<file path="src/rtl/bit_pair_monitor.sv">
`default_nettype none
// ============================================================================
// Module   : bit_pair_monitor
// Purpose  : Checks that foo[i] && bar[i] holds for every lane in [LO:HI] on
//            each enabled cycle. Reports registered per-lane failures, sticky
//            history, saturating counts, first-failure capture and an alarm
//            raised after THRESH consecutive failing samples.
// Revision : 1.0 - initial release
// ============================================================================
module bit_pair_monitor #(
  parameter int WIDTH  = 12,
  parameter int LO     = 0,
  parameter int HI     = 9,
  parameter int CNT_W  = 8,
  parameter int THRESH = 3,
  parameter int IDX_W  = (WIDTH > 1) ? $clog2(WIDTH) : 1
) (
  input  logic             clk,
  input  logic             rst_n,
  input  logic             enable,
  input  logic             clear,
  input  logic [WIDTH-1:0] foo,
  input  logic [WIDTH-1:0] bar,
  output logic [WIDTH-1:0] fail_mask,
  output logic [WIDTH-1:0] sticky_mask,
  output logic [CNT_W-1:0] fail_cnt,
  output logic             first_valid,
  output logic [IDX_W-1:0] first_idx,
  output logic [CNT_W-1:0] streak,
  output logic             alarm,
  output logic [1:0]       state
);

  localparam logic [1:0] c_idle    = 2'd0;
  localparam logic [1:0] c_monitor = 2'd1;
  localparam logic [1:0] c_alarm   = 2'd2;

  // Lanes LO..HI inclusive are checked; everything else is forced to pass.
  localparam logic [WIDTH-1:0] c_range =
    ({WIDTH{1'b1}} << LO) & ({WIDTH{1'b1}} >> (WIDTH - 1 - HI));

  localparam logic [CNT_W-1:0] c_thresh = CNT_W'(THRESH);

  logic [WIDTH-1:0] w_lane_fail;
  logic             w_fail;
  logic [IDX_W-1:0] w_low_idx;
  logic             w_sample;
  logic [CNT_W-1:0] w_streak_nxt;
  logic [1:0]       w_state_nxt;
  logic             w_alarm_nxt;

  logic [WIDTH-1:0] r_fail_mask;
  logic [WIDTH-1:0] r_sticky;
  logic [CNT_W-1:0] r_cnt;
  logic             r_first_valid;
  logic [IDX_W-1:0] r_first_idx;
  logic [CNT_W-1:0] r_streak;
  logic             r_alarm;
  logic [1:0]       r_state;

  // Per-lane check; anything other than a clean 1 on both operands fails.
  for (genvar i = 0; i < WIDTH; i++) begin : g_lane
    assign w_lane_fail[i] = c_range[i] & ((foo[i] & bar[i]) !== 1'b1);
  end

  assign w_fail   = |w_lane_fail;
  assign w_sample = enable & ~clear;

  // Lowest failing lane index (scan from the top so the lowest wins).
  always_comb begin
    w_low_idx = '0;
    for (int i = WIDTH - 1; i >= 0; i--) begin
      if (w_lane_fail[i]) w_low_idx = IDX_W'(i);
    end
  end

  // Streak value after this edge; the FSM compares against it directly so the
  // alarm rises on the same edge that the streak reaches THRESH.
  always_comb begin
    w_streak_nxt = r_streak;
    if (clear) begin
      w_streak_nxt = '0;
    end else if (enable) begin
      if (!w_fail)                w_streak_nxt = '0;
      else if (r_streak != '1)    w_streak_nxt = r_streak + 1'b1;
    end
  end

  // Datapath history registers.
  always_ff @(posedge clk or negedge rst_n) begin
    if (!rst_n) begin
      r_fail_mask   <= '0;
      r_sticky      <= '0;
      r_cnt         <= '0;
      r_first_valid <= 1'b0;
      r_first_idx   <= '0;
      r_streak      <= '0;
    end else begin
      r_fail_mask <= enable ? w_lane_fail : '0;
      r_streak    <= w_streak_nxt;
      if (clear) begin
        r_sticky      <= '0;
        r_cnt         <= '0;
        r_first_valid <= 1'b0;
        r_first_idx   <= '0;
      end else if (w_sample) begin
        r_sticky <= r_sticky | w_lane_fail;
        if (w_fail && r_cnt != '1) r_cnt <= r_cnt + 1'b1;
        if (w_fail && !r_first_valid) begin
          r_first_valid <= 1'b1;
          r_first_idx   <= w_low_idx;
        end
      end
    end
  end

  // FSM state register; alarm is registered alongside it.
  always_ff @(posedge clk or negedge rst_n) begin
    if (!rst_n) begin
      r_state <= c_idle;
      r_alarm <= 1'b0;
    end else begin
      r_state <= w_state_nxt;
      r_alarm <= w_alarm_nxt;
    end
  end

  // FSM next-state; clear overrides every transition including ALARM.
  always_comb begin
    w_state_nxt = r_state;
    if (clear) begin
      w_state_nxt = enable ? c_monitor : c_idle;
    end else begin
      case (r_state)
        c_idle:    if (enable) w_state_nxt = c_monitor;
        c_monitor: begin
          if (!enable)                        w_state_nxt = c_idle;
          else if (w_streak_nxt >= c_thresh)  w_state_nxt = c_alarm;
        end
        c_alarm:   w_state_nxt = c_alarm;
        default:   w_state_nxt = c_idle;
      endcase
    end
  end

  // FSM output decode, registered in the state register block.
  always_comb begin
    w_alarm_nxt = (w_state_nxt == c_alarm);
  end

  assign fail_mask   = r_fail_mask;
  assign sticky_mask = r_sticky;
  assign fail_cnt    = r_cnt;
  assign first_valid = r_first_valid;
  assign first_idx   = r_first_idx;
  assign streak      = r_streak;
  assign alarm       = r_alarm;
  assign state       = r_state;

endmodule
`default_nettype wire

</file>
<file path="config.mk">
export PLATFORM = sky130hd
export DESIGN_NAME = bit_pair_monitor
export DESIGN_NICKNAME = d
export VERILOG_FILES = /design/src/rtl/bit_pair_monitor.sv
export SDC_FILE = /design/constraint.sdc
export NUM_CORES = 1
export LEC_CHECK = 0
export CAP_MARGIN = 20
export CORE_MARGIN = 4
export CORE_UTILIZATION = 42
export CTS_CLUSTER_DIAMETER = 40
export CTS_CLUSTER_SIZE = 25
export DETAILED_ROUTE_END_ITERATION = 6
export DONT_BUFFER_PORTS = 1
export SYNTH_ARGS = -nofsm -noshare
export SYNTH_HDL_FRONTEND = slang
export SYNTH_SLANG_ARGS = --single-unit
</file>
<file path="constraint.sdc">
create_clock -name clk -period 2.2 [get_ports clk]
set_clock_uncertainty 0.2 [all_clocks]
set_input_delay 0.44 -clock clk [delete_from_list [all_inputs] [get_ports clk]]
set_output_delay 0.44 -clock clk [all_outputs]
set_load 0.01 [all_outputs]
</file>
# After elaboration in Yosys (flattened, before gate mapping)
# Index checks and enable logic that the tools add are counted.
# Widths: inputs -> output; s select.
[totals] register_bits=46 latch_bits=0 ramBits=0 rom_bits=0 input_bits=28 output_inout_bits=48 elab_cells=81 memories=0
[classes] addsub=2 multipliers=0 div_mod_pow=0 order_cmp=1 eq_ne=15 shifts=0 n_mux=32 bitwise_logic=13 reduce_logical=10
[op_table] op="$mux 8" n=7
[op_table] op="$mux 4" n=13
[op_table] op="$mux 12" n=2
[op_table] op="$add 8x1->8 const B" n=2
[op_table] op="$ne 8x8->1 const B" n=2
[op_table] op="$or 12x10->12" n=1
[op_table] op="$and 1x1->1" n=11
[op_table] op="$mux 10" n=1
[op_table] op="$nex 1x1->1 const B" n=10
[op_table] op="$reduce_or 10->1" n=1
[op_table] op="$ge 8x2->1 const B" n=1
[op_table] op="$mux 2" n=4
[op_table] op="$pmux 2 s3" n=1
[op_table] op="$reduce_bool 2->1" n=3
[op_table] op="$eq 2x2->1 const B" n=2
[op_table] op="$mux 1" n=4
[op_table] op="$reduce_and 2->1" n=2
[op_table] op="$eq 2x1->1 const B" n=1
[op_table] op="$logic_and 1x1->1" n=2
[op_table] op="$logic_not 2->1" n=1
[op_table] op="$logic_not 1->1" n=1
[op_table] op="$not 1->1" n=1

# Logic depth before layout (Yosys ltp)
[depth] depth_word=15 depth_mapped=7 mapped_depth_nobuf=6

# Least setup slack after synthesis
# No wires, ideal clock.
[synth_path] kind="input port to flip-flop" start="input port foo[3]" end="register r_first_idx[0] (netlist: first_idx[0])" setup_ps=125 arrival_time_ps=1851 required_ps=1875 slack_ps=24 stages=6 n_path_buf=1 path_cell_list="nand4_2 or4_4 buf_6 o21ai_2 o21a_2 mux2_2"
[synth_via] elab_chain_len=9 word_cells_on_any_way=13 classes_between="eq/ne (1); mux (7); bitwise (1); reduce/logical (4)"
[synth_rtl] element="start, declared" line="22" rtl="input logic [WIDTH-1:0] foo,"
[synth_rtl] element="$and 1x1->1 *" line="63" rtl="assign w_lane_fail[i] = c_range[i] & ((foo[i] & bar[i]) !== 1'b1);"
[synth_rtl] element="$nex 1x1->1 *" line="63"
[synth_rtl] element="$mux 4 (4 in a row)" line="73" rtl="if (w_lane_fail[i]) w_low_idx = IDX_W'(i);"
[synth_rtl] element="$mux 4" line="109" rtl="if (w_fail && !r_first_valid) begin"
[synth_rtl] element="$mux 4" line="106" rtl="end else if (w_sample) begin"
[synth_rtl] element="$mux 4" line="101" rtl="if (clear) begin"
[synth_rtl] element="end signal, assigned" line="111" rtl="r_first_idx <= w_low_idx;"
[synth_rtl] element="end, declared" line="56" rtl="logic [IDX_W-1:0] r_first_idx;"
# Every way passes the cells marked *; elsewhere a longest branch is shown, timed or not. The select of a mux whose other input is x is not followed.
# A chain may end at the register's enable or synchronous reset.

# Final worst setup path
[layout_path] start="register r_streak[0] (netlist: streak[0])" end="register r_state[0] (netlist: state[0])"
[layout_via] elab_chain_len=10 word_cells_on_any_way=11 classes_between="add/sub (1); order compare (1); eq/ne (1); mux (8)"
[layout_rtl] element="start, declared" line="57" rtl="logic [CNT_W-1:0] r_streak;"
[layout_rtl] element="start signal, assigned" line="100" rtl="r_streak <= w_streak_nxt;"
[layout_rtl] element="$add 8x1->8 or $ne 8x8->1 (tied branches)" line="85" rtl="else if (r_streak != '1) w_streak_nxt = r_streak + 1'b1;"
[layout_rtl] element="$mux 8" line="85"
[layout_rtl] element="$mux 8" line="84" rtl="if (!w_fail) w_streak_nxt = '0;"
[layout_rtl] element="$mux 8 *" line="83" rtl="end else if (enable) begin"
[layout_rtl] element="$mux 8 *" line="81" rtl="if (clear) begin"
[layout_rtl] element="$ge 8x2->1 *" line="138" rtl="else if (w_streak_nxt >= c_thresh) w_state_nxt = c_alarm;"
[layout_rtl] element="$mux 2 *" line="138"
[layout_rtl] element="$mux 2 *" line="137" rtl="if (!enable) w_state_nxt = c_idle;"
[layout_rtl] element="$pmux 2 s3 *" line="134" rtl="case (r_state)"
[layout_rtl] element="$mux 2 *" line="131" rtl="if (clear) begin"
[layout_rtl] element="named net w_state_nxt[0]" line="49" rtl="logic [1:0] w_state_nxt;"
[layout_rtl] element="end signal, assigned" line="120" rtl="r_state <= c_idle;"
[layout_rtl] element="end signal, assigned" line="123" rtl="r_state <= w_state_nxt;"
[layout_rtl] element="end, declared" line="59" rtl="logic [1:0] r_state;"
# Mark *: on every way through the listed nets, which the timed path passes. The rest lies on a longest branch.

==> key figures <==
Run status
  – Outcome: finished, final reports clean

Final layout
  – Share of cells above drive strength 1: 24.6%
  – Footprint of the flip-flops and latches: 0.00110 mm²
  – Final net count: 265
  – Multi-input gate area in the final layout: 0.00102 mm²
  – Ant. Diodes: 0
  – Final core area utilization: 50.8%
  – Most frequent cells in the layout: dfrtp_1 (43), nor2_1 (24), buf_4 (23)
  – P&R area growth vs syn: 16.5%
  – Most common cell after layout, fill and taps aside: dfrtp_1
  – Fill cells: 461

STA
  – Highest Clock Rate: 0.472 GHz
  – Minimum clock period after layout: 2.12 ns
  – RSZ-0062 raised after global routing: yes
  – Final hold viol count: 0
  – Actual transition at the worst max-transition pin: 0.500 ns
  – Worst slew margin relative to its limit: 66.7%
  – Worst Hold Slack: 0.0362 ns
  – Final max-slew violation count: 0
  – Count of final setup violators: 0
  – Final worst path period share: 96.3%

Floorplanning
  – Die height: 80.8 µm
  – Core area: 0.00511 mm²
  – Initial Util: 43.6%
  – Die width: 80.8 µm
  – # rows: 26
  – Count of boundary I/O pins: 76
  – Die area: 0.00653 mm²

Logic synthesis
  – Flip-flop and latch count after synthesis: 44
  – Top flip-flop cell by instance count after synthesis: dfrtp_1
  – Share of the synthesized area in the top cell type: 49.5%
  – Leading post-synthesis cells by cell area: dfrtp_1 (49%), nor2_1 (4.0%), a21oi_1 (3.1%)
  – Number of instances in the synthesized netlist: 210
  – Post-synthesis cell type with the largest combined area: dfrtp_1
  – Number of enable-type register cells in the synthesized netlist: 0
  – Number of warnings reported in the yosys synthesis log: 0
  – Mapped Avg Cell Area: 10.6 µm²
  – Yosys cell types: 55
  – Cell area after technology mapping: 0.00222 mm²
  – Post-synthesis async set-or-reset flop share: 100%
  – Register area share after synthesis: 49.5%

Clock tree
  – Clock edge transition at the registers on the reported setup and hold paths: 0.09 ns
  – Post-CTS setup repair buffer count: 0
  – Deepest clock path buffer count: 2
  – H-Tree Depth: 2
  – Number of buffers inserted during clock tree synthesis: 5
  – Clock Tree Root: clkbuf_8
  – CTS sink count: 44
  – CTS tree: done
  – Clock network latency to the later pin of the worst-skew pair: 0.29 ns

Worst hold path
  – Hold path depth: 1
  – Sink of the worst hold path: fail_mask[6]
  – Beginning of the worst hold path: bar[6]
  – Hold crit path type: input port to flip-flop

Power
  – Switch share: 24.5%
  – Clock share of power: 38.2%
  – Worst-case vdd ir drop: 286 µV
  – Leak pwr: 0.00113 µW
  – Sw Pwr: 419 µW
  – Final Total Pwr: 1710 µW
  – Power Density: 659 mW/mm²
  – Portion of total power attributed to combinational logic: 9.5%
  – Sequential share of power: 52.3%
  – Int Power: 1290 µW

Worst setup path
  – Reg-to-reg critical path endpoint: state[0]
  – CP max FO: 6
  – Crit Path Category: flip-flop to flip-flop
  – Depth of the most critical reg-to-reg path: 6
  – Type of element launching the critical path: flip-flop
  – Arrival time reported for the critical path endpoint: 2.14 ns
  – Type of destination of the critical path: flip-flop
  – Reg-to-Reg Start: streak[0]
  – Register-to-register setup slack: 0.08 ns
  – Required time at the worst-slack endpoint: 2.22 ns

GRT
  – Number of antenna violations at the first check in global routing: 0
  – GRT Residual Overflow: 0
  – Global Route met1 Usage: 20.7%
  – Global-route wire length before repair: 8190 µm
  – Number of global-route vias before repair: 1,576
  – Global Route met3 Usage: 7.54%
  – Maximum number of pins on one net before global-route repair: 45
  – GRT met2 Usage: 25.4%
  – GR Util All Layers: 16.5%
  – Busiest grt layer: met2

Route
  – Antenna viol nets, final: 0
  – Final WL: 5220 µm
  – Via count: 1,718
  – Initial drt markers: 103
  – DRC: 0
  – Average detailed-routed wire length per instance: 17.1 µm
  – DR pass1 iterations: 4
  – Detail-routed via count per cell: 5.61

Placed design
  – Number of buffers inserted by port buffering: 0
  – Total half-perimeter wirelength after legalization and detailed placement: 3780 µm
  – Weighted congestion reported at the end of routability-driven placement: 0.860

Job
  – Max-cap viol count: 0
==> final cells by class <==
type / instances / area share [%]
clock inverter: 2 / 1.50
clock buffer: 6 / 3.19
timing repair buffer: 27 / 8.88
inverter: 7 / 1.01
tap: 70 / 3.38
multi-input combinational: 150 / 39.5
sequential: 44 / 42.5
==> how the worst max path moves through the flow <==
stage                          from           end  slack, ns
after floorplan              foo[3]  first_idx[0]       0.02
after global placement    streak[1]         alarm      -0.03
after detailed placement     foo[9]   fail_cnt[1]       0.03
after CTS                 streak[1]      state[0]      0.003
after global routing      streak[1]      state[0]     -0.006
final                     streak[0]      state[0]       0.08
==> worst max-delay path, stage by stage, from the launching register on <==
cell      delay (ns)
dfrtp_1         0.36
ha_2            0.24
nand3_1         0.12
o31ai_2         0.30
o211ai_1        0.19
or4_4           0.57
o221ai_2        0.07
==> state kept, by name, indices dropped and copies added (netlist names) <==
register and flops:
streak 8, alarm 1, fail_cnt 8, first_valid 1, first_idx 4, fail_mask 10
state 2, sticky_mask 10
==> power groups by stage <==
stage | clock, µW | combinational, µW | sequential, µW
6_report | 653 | 162 | 893
5_1_grt | 707 | 183 | 898
4_1_cts | 669 | 164 | 894
3_5_place_dp | 0 | 133 | 911
3_3_place_gp | 0 | 133 | 910
2_1_floorplan | 0 | 109 | 905
==> synthesized netlist by cell type, types with 4 or more instances <==
master	instances
o21ai_0	5
a21oi_1	14
a31oi_1	4
o21a_1	6
mux2_2	5
or2_2	4
nor3_1	8
nand2_1	11
nand3_1	5
inv_1	7
nand4_1	6
buf_4	4
nor2_1	24
dfrtp_1	44
==> per-stage QoR <==
step | std cells | setup WS [ns] | TNS, ns | instance area [µm²]
finish | 306 | 0.0806 | 0 | 2590
detailed placement | 294 | 0.0286 | 0 | 2400
CTS | 306 | 0.00298 | 0 | 2580
global placement | 294 | -0.0282 | -0.0619 | 2400
floorplan | 213 | 0.0241 | 0 | 2240
global route | 306 | -0.00624 | -0.00624 | 2590
==> per-layer routing <==
metal,routed length [µm],up-vias
met3,477,7
li1,-,821
met2,2510,62
met1,2160,828
met5,0,-
met4,76,0
==> timing repair <==
| item | in CTS | in global routing |
|---|---|---|
| endpoints found under the setup margin | 0 | 3 |
| hold buffers | 4 | 0 |
| endpoints found under the hold margin | 52 | 0 |
| resized for setup | 0 | 5 |
==> logic make-up (layout without fill, tap and decap cells) <==
logic type               after synthesis  after routing  synth area share [%]
XOR/XNOR                               5              5                  1.97
adder cells (fa/ha/maj)                2              2                  1.12
flip-flops                            44             44                  49.5
AO/OA/AOI/OAI                         52             52                  18.5
multiplexers                           8              8                  3.88
buffers and inverters                 19             42                  5.57
AND/OR/NAND/NOR                       79             79                  19.3
other                                  1              4                 0.169
(Power assumes the default switching activity.)
